$ cat config.mk
export PLATFORM = sky130hd
export DESIGN_NAME = axi4_lite_master
export DESIGN_NICKNAME = d
export VERILOG_FILES = /design/src/rtl/axi4_lite_master.sv
export SDC_FILE = /design/constraint.sdc
export NUM_CORES = 1
export LEC_CHECK = 0
export CAP_MARGIN = 10
export CELL_PAD_IN_SITES_DETAIL_PLACEMENT = 1
export CELL_PAD_IN_SITES_GLOBAL_PLACEMENT = 2
export CORE_UTILIZATION = 29
export DETAILED_ROUTE_END_ITERATION = 6
export PLACE_DENSITY_LB_ADDON = 0.05
export RECOVER_POWER = 50
export SYNTH_ARGS = -nofsm -noshare
export SYNTH_HDL_FRONTEND = slang
export SYNTH_SLANG_ARGS = --single-unit
$ cat constraint.sdc
create_clock -name ACLK -period 1.7 [get_ports ACLK]
set_input_delay 0.255 -clock ACLK [delete_from_list [all_inputs] [get_ports ACLK]]
set_output_delay 0.255 -clock ACLK [all_outputs]
set_load 0.03 [all_outputs]
$ cat src/rtl/axi4_lite_master.sv
`default_nettype none
// ============================================================================
// Module   : axi4_lite_master
// Brief    : Single-outstanding command-to-AXI4-Lite bridge with completion
//            counters and a valid/ready response port.
// Revision : 1.0 - initial release
// ============================================================================
module axi4_lite_master #(
    parameter int ADDR_WIDTH = 8,
    parameter int DATA_WIDTH = 8,
    parameter int CNT_WIDTH  = 16
) (
    input  logic                      ACLK,
    input  logic                      ARESETN,
    // command port
    input  logic                      cmd_valid,
    output logic                      cmd_ready,
    input  logic                      cmd_write,
    input  logic [ADDR_WIDTH-1:0]     cmd_addr,
    input  logic [DATA_WIDTH-1:0]     cmd_wdata,
    // response port
    output logic                      rsp_valid,
    input  logic                      rsp_ready,
    output logic                      rsp_write,
    output logic [DATA_WIDTH-1:0]     rsp_rdata,
    output logic [1:0]                rsp_resp,
    // write address channel
    output logic [ADDR_WIDTH-1:0]     AWADDR,
    output logic                      AWVALID,
    input  logic                      AWREADY,
    // write data channel
    output logic [DATA_WIDTH-1:0]     WDATA,
    output logic [DATA_WIDTH/8-1:0]   WSTRB,
    output logic                      WVALID,
    input  logic                      WREADY,
    // write response channel
    input  logic [1:0]                BRESP,
    input  logic                      BVALID,
    output logic                      BREADY,
    // read address channel
    output logic [ADDR_WIDTH-1:0]     ARADDR,
    output logic                      ARVALID,
    input  logic                      ARREADY,
    // read data channel
    input  logic [DATA_WIDTH-1:0]     RDATA,
    input  logic [1:0]                RRESP,
    input  logic                      RVALID,
    output logic                      RREADY,
    // completion counters
    output logic [CNT_WIDTH-1:0]      wr_count,
    output logic [CNT_WIDTH-1:0]      rd_count
);

    localparam int STRB_WIDTH = DATA_WIDTH / 8;

    localparam logic [2:0] c_st_idle    = 3'd0;
    localparam logic [2:0] c_st_wr_req  = 3'd1;
    localparam logic [2:0] c_st_wr_resp = 3'd2;
    localparam logic [2:0] c_st_rd_req  = 3'd3;
    localparam logic [2:0] c_st_rd_data = 3'd4;
    localparam logic [2:0] c_st_rsp     = 3'd5;

    localparam logic [CNT_WIDTH-1:0] c_cnt_one = {{(CNT_WIDTH-1){1'b0}}, 1'b1};

    logic [2:0]               r_state;
    logic [2:0]               w_state_nxt;

    logic                     r_aw_done;
    logic                     r_w_done;

    logic [ADDR_WIDTH-1:0]    r_awaddr;
    logic                     r_awvalid;
    logic [DATA_WIDTH-1:0]    r_wdata;
    logic [STRB_WIDTH-1:0]    r_wstrb;
    logic                     r_wvalid;
    logic                     r_bready;
    logic [ADDR_WIDTH-1:0]    r_araddr;
    logic                     r_arvalid;
    logic                     r_rready;
    logic                     r_rsp_valid;
    logic                     r_rsp_write;
    logic [DATA_WIDTH-1:0]    r_rsp_rdata;
    logic [1:0]               r_rsp_resp;
    logic [CNT_WIDTH-1:0]     r_wr_count;
    logic [CNT_WIDTH-1:0]     r_rd_count;

    logic                     w_cmd_fire;
    logic                     w_aw_hs;
    logic                     w_w_hs;
    logic                     w_b_hs;
    logic                     w_ar_hs;
    logic                     w_r_hs;
    logic                     w_rsp_hs;
    logic                     w_aw_fin;
    logic                     w_w_fin;

    assign cmd_ready  = (r_state == c_st_idle);

    assign w_cmd_fire = cmd_valid & cmd_ready;
    assign w_aw_hs    = r_awvalid & AWREADY;
    assign w_w_hs     = r_wvalid & WREADY;
    assign w_b_hs     = BVALID & r_bready;
    assign w_ar_hs    = r_arvalid & ARREADY;
    assign w_r_hs     = RVALID & r_rready;
    assign w_rsp_hs   = r_rsp_valid & rsp_ready;

    // A channel counts as finished if it completed earlier or completes now.
    assign w_aw_fin   = r_aw_done | w_aw_hs;
    assign w_w_fin    = r_w_done | w_w_hs;

    assign AWADDR     = r_awaddr;
    assign AWVALID    = r_awvalid;
    assign WDATA      = r_wdata;
    assign WSTRB      = r_wstrb;
    assign WVALID     = r_wvalid;
    assign BREADY     = r_bready;
    assign ARADDR     = r_araddr;
    assign ARVALID    = r_arvalid;
    assign RREADY     = r_rready;
    assign rsp_valid  = r_rsp_valid;
    assign rsp_write  = r_rsp_write;
    assign rsp_rdata  = r_rsp_rdata;
    assign rsp_resp   = r_rsp_resp;
    assign wr_count   = r_wr_count;
    assign rd_count   = r_rd_count;

    always_ff @(posedge ACLK or negedge ARESETN) begin
        if (!ARESETN) begin
            r_state <= c_st_idle;
        end else begin
            r_state <= w_state_nxt;
        end
    end

    always_comb begin
        w_state_nxt = r_state;
        case (r_state)
            c_st_idle: begin
                if (w_cmd_fire) begin
                    w_state_nxt = cmd_write ? c_st_wr_req : c_st_rd_req;
                end
            end
            c_st_wr_req: begin
                if (w_aw_fin && w_w_fin) begin
                    w_state_nxt = c_st_wr_resp;
                end
            end
            c_st_wr_resp: begin
                if (w_b_hs) begin
                    w_state_nxt = c_st_rsp;
                end
            end
            c_st_rd_req: begin
                if (w_ar_hs) begin
                    w_state_nxt = c_st_rd_data;
                end
            end
            c_st_rd_data: begin
                if (w_r_hs) begin
                    w_state_nxt = c_st_rsp;
                end
            end
            c_st_rsp: begin
                if (w_rsp_hs) begin
                    w_state_nxt = c_st_idle;
                end
            end
            default: begin
                w_state_nxt = c_st_idle;
            end
        endcase
    end

    always_ff @(posedge ACLK or negedge ARESETN) begin
        if (!ARESETN) begin
            r_aw_done   <= 1'b0;
            r_w_done    <= 1'b0;
            r_awaddr    <= '0;
            r_awvalid   <= 1'b0;
            r_wdata     <= '0;
            r_wstrb     <= '0;
            r_wvalid    <= 1'b0;
            r_bready    <= 1'b0;
            r_araddr    <= '0;
            r_arvalid   <= 1'b0;
            r_rready    <= 1'b0;
            r_rsp_valid <= 1'b0;
            r_rsp_write <= 1'b0;
            r_rsp_rdata <= '0;
            r_rsp_resp  <= 2'b00;
            r_wr_count  <= '0;
            r_rd_count  <= '0;
        end else begin
            case (r_state)
                c_st_idle: begin
                    if (w_cmd_fire) begin
                        if (cmd_write) begin
                            r_awaddr  <= cmd_addr;
                            r_wdata   <= cmd_wdata;
                            r_wstrb   <= '1;
                            r_awvalid <= 1'b1;
                            r_wvalid  <= 1'b1;
                            r_aw_done <= 1'b0;
                            r_w_done  <= 1'b0;
                        end else begin
                            r_araddr  <= cmd_addr;
                            r_arvalid <= 1'b1;
                        end
                    end
                end
                c_st_wr_req: begin
                    if (w_aw_hs) begin
                        r_awvalid <= 1'b0;
                        r_aw_done <= 1'b1;
                    end
                    if (w_w_hs) begin
                        r_wvalid <= 1'b0;
                        r_w_done <= 1'b1;
                    end
                    if (w_aw_fin && w_w_fin) begin
                        r_bready <= 1'b1;
                    end
                end
                c_st_wr_resp: begin
                    if (w_b_hs) begin
                        r_bready    <= 1'b0;
                        r_rsp_valid <= 1'b1;
                        r_rsp_write <= 1'b1;
                        r_rsp_rdata <= '0;
                        r_rsp_resp  <= BRESP;
                        r_wr_count  <= r_wr_count + c_cnt_one;
                    end
                end
                c_st_rd_req: begin
                    if (w_ar_hs) begin
                        r_arvalid <= 1'b0;
                        r_rready  <= 1'b1;
                    end
                end
                c_st_rd_data: begin
                    if (w_r_hs) begin
                        r_rready    <= 1'b0;
                        r_rsp_valid <= 1'b1;
                        r_rsp_write <= 1'b0;
                        r_rsp_rdata <= RDATA;
                        r_rsp_resp  <= RRESP;
                        r_rd_count  <= r_rd_count + c_cnt_one;
                    end
                end
                c_st_rsp: begin
                    if (w_rsp_hs) begin
                        r_rsp_valid <= 1'b0;
                    end
                end
                default: begin
                end
            endcase
        end
    end

endmodule
`default_nettype wire
==> out/metrics.cfg <==
[outcome]
status = completed

[die]
die_area_um2 = 12100
rows = 39
die_h_um = 110.0
die_x_um = 110.0
core-area_um2 = 11370
initial_core_util = 0.2976
pin_count = 113

[logic_synthesis]
syn_area_per_cell_um2 = 12.26
seq_area_frac_synth = 0.5843
synth_top_family_by_area = simple AND/OR/NAND/NOR gates
ys_ff_latch = 79
syn_nets = 316
ys_warn_count = 0
netlist_area_um2 = 3383
synth_xor_area_frac = 0.08025
synth-simple-area-share = 0.1405
yosys-top-cells-area = dfrtp_1 58%, mux2_2 9.0%, xnor2_1 5.4%, nand2_1 2.7%, xor2_1 2.6%
synth_compound_area_frac = 0.06583
muxShareOfSynthArea = 0.09874
synth_top_cell_by_area = dfrtp_1
yosys.cell_types.count = 35
syn-instance-count = 276
synth_top_area_share = 0.5843
synthAdderAreaFrac = 0.007396

[worst_setup_path]
critPathMaxFanout = 8
cp-start-kind = register
crit_path_max_incr_delay_ns = 0.44
worst-setup-path-type = reg2reg
cp_cell_sequence = buf_6 -> nor3_4 -> and3_4 -> clkbuf_16 -> mux2_4
end_kind = register
critical-path-slowest-cell = dfrtp_2
crit_required_ns = 1.92
cp.arrival_ns = 1.90
cp_num_buf_inv = 2
cp_top_family = simple AND/OR/NAND/NOR gates

[global_route]
antenna_found_initial = 0
grt_pass1_wl_mm = 13.97
met1_usage = 0.1962
busiest_layer = met2
grt_pass1_vias = 2774
met3_usage = 0.03527
grt_max_degree = 80
grt_util_met2 = 0.2473
grtUsageTotal = 0.1543
overflow = 0

[sta]
slew_viol_final = 0
min_period_ns = 1.676
setup_violations = 0
hold_viol = 0
grt_setup_unrepaired = true
max_freq_mhz = 596.7
finClkSkew_ns = 0.005612
worstMarginPinSlew_ns = 1.037
slew_headroom = 0.3089
fin_crit_sh = 0.9857

[finish]
n_antenna_cell = 0
drive_gt1_frac = 0.2214
finalInstanceArea_um2 = 5215
nets = 464
post-route-util = 0.4587
area_growth_pct = 54.14

[routing]
wirelength_mm = 8.723
ant_nets = 0
routedWlPerCell_um = 15.25
drc = 0
drtIter0Drc = 74
vias = 2665
vias_per_cell = 4.659
dr.pass1.iters = 4

[cts]
cts.sinks = 79
clk_path_buf_depth = 2
clk_latency_ns = 0.34
tritoncts = yes
numCtsBuffers = 9
clockRootBuffer = clkbuf_16
clk_pin_slew_ns = 0.06
htreeDepth = 3

[pwr]
ir_drop_v = 0.0004375
p_leak_nw = 2.521
total_power_mw = 3.850
powerDensity_nw_per_um2 = 738.2

[placement]
dp_hpwl_mm = 6.152
port_buffers = 112
gp_routability_congestion = 0.6890
placed_cell_area_um2 = 4921

[hold_path]
worstHoldPathType = reg2reg

[run]
cap_violations = 0

cell families (layout without fill, tap and decap cells):
group,after synthesis,after routing
mux,30,30
fa+ha+maj,2,2
buf+inv,14,167
compound gates,34,34
flops,79,79
simple gates,86,86
xor+xnor,31,31
repair_timing:
item | 4_1_cts | 5_1_grt
pin swaps | 2 | 5
gates resized for setup | 30 | 27
gates cloned | 0 | 1
hold buffers | 1 | 0
buffers inserted | 0 | 1
endpoints found under the setup margin | 35 | 48
hold endpoints to repair | 79 | 0
synth_stat cells:
cell       number
mux2_2         27
mux2i_1         3
and2_1          3
o22ai_1         1
nor2_2          1
nor2_1         12
and4_1          5
nand2_1        24
o21ai_0         7
nor3_1          3
nand4_1         6
xnor2_1        21
xor2_1         10
and3_1          8
dfrtp_1        79
a32oi_1         1
nor3_2          4
a21oi_1         8
buf_2           5
a22o_1          8
or2_2           1
a2bb2oi_1       1
nand3_1        15
a31oi_1         6
inv_1           4
nor3b_2         1
o41ai_1         1
clkbuf_1        1
buf_6           1
ha_1            2
a21o_1          1
nand4_4         1
nand3b_1        1
buf_4           3
nor2b_1         1
area by class of cell:
class,count,area (um^2)
Inverter,4,15.01
Fill cell,1245,6155
Sequential cell,79,1979
Clock buffer,13,260.3
Clock inverter,3,17.52
Timing Repair Buffer,147,1339
Multi-Input combinational cell,183,1425
Tap cell,143,178.9
cell usage in the layout (no fill, tap or decap), drive strengths merged, types with 2 or more instances in the layout:
cell type	count
and2	3
xnor2	21
nand2	24
inv	4
nand4	7
mux2i	3
clkdlybuf4s50	74
dfrtp	79
and4	5
and3	8
nor2	13
clkinv	2
dlygate4sd2	25
clkbuf	25
nor3	7
a21oi	8
buf	34
a22o	8
o21ai	7
ha	2
mux2	27
nand3	15
a31oi	6
xor2	10
worst paths after layout:
check / start / end / slack, ns / cells after the start
worst min register to register: rd_count[15] / rd_count[15] / 0.47 / 1
max in group asynchronous: ARESETN / r_state[0] / 0.22 / 3
worst max-delay path: r_state[2] / WDATA[0] / 0.02 / 5
min in group asynchronous: ARESETN / WDATA[1] / 0.74 / 3
worst max register to register: r_state[2] / WDATA[0] / 0.02 / 5
worst min-delay path: rd_count[15] / rd_count[15] / 0.47 / 1
per-stage QoR:
stage / hold slack, ns / setup WS, ns / std cells / setup TNS [ns]
2_1_floorplan: -0.04059 / -0.05563 / 276 / -0.5007
3_3_place_gp: 0.3281 / -0.1845 / 553 / -3.329
3_5_place_dp: 0.3235 / -0.2043 / 553 / -4.080
4_1_cts: 0.4752 / -0.001903 / 570 / -0.001903
5_1_grt: 0.4909 / -0.03428 / 572 / -0.4667
6_report: 0.4686 / 0.02425 / 572 / 0
power by group:
group | switching [mW] | leakage [nW] | total, mW | internal, mW
logic | 0.0597 | 1.30 | 0.141 | 0.0817
clock network | 0.763 | 0.136 | 1.83 | 1.07
registers | 0 | 1.09 | 1.88 | 1.88
total | 0.822 | 2.52 | 3.85 | 3.03
sequential cells by signal, summed over array words and instances (netlist names), 2 cells and up:
register,count
ARADDR,8
AWADDR,8
WDATA,8
r_state,3
rd_count,16
rsp_rdata,8
rsp_resp,2
wr_count,16
metal layers:
metal,wire length [um],share of wire
met1,4019,0.46
met3,350,0.040
met2,4185,0.48
met5,0,0
met4,168,0.019
(Power assumes the default switching activity.)
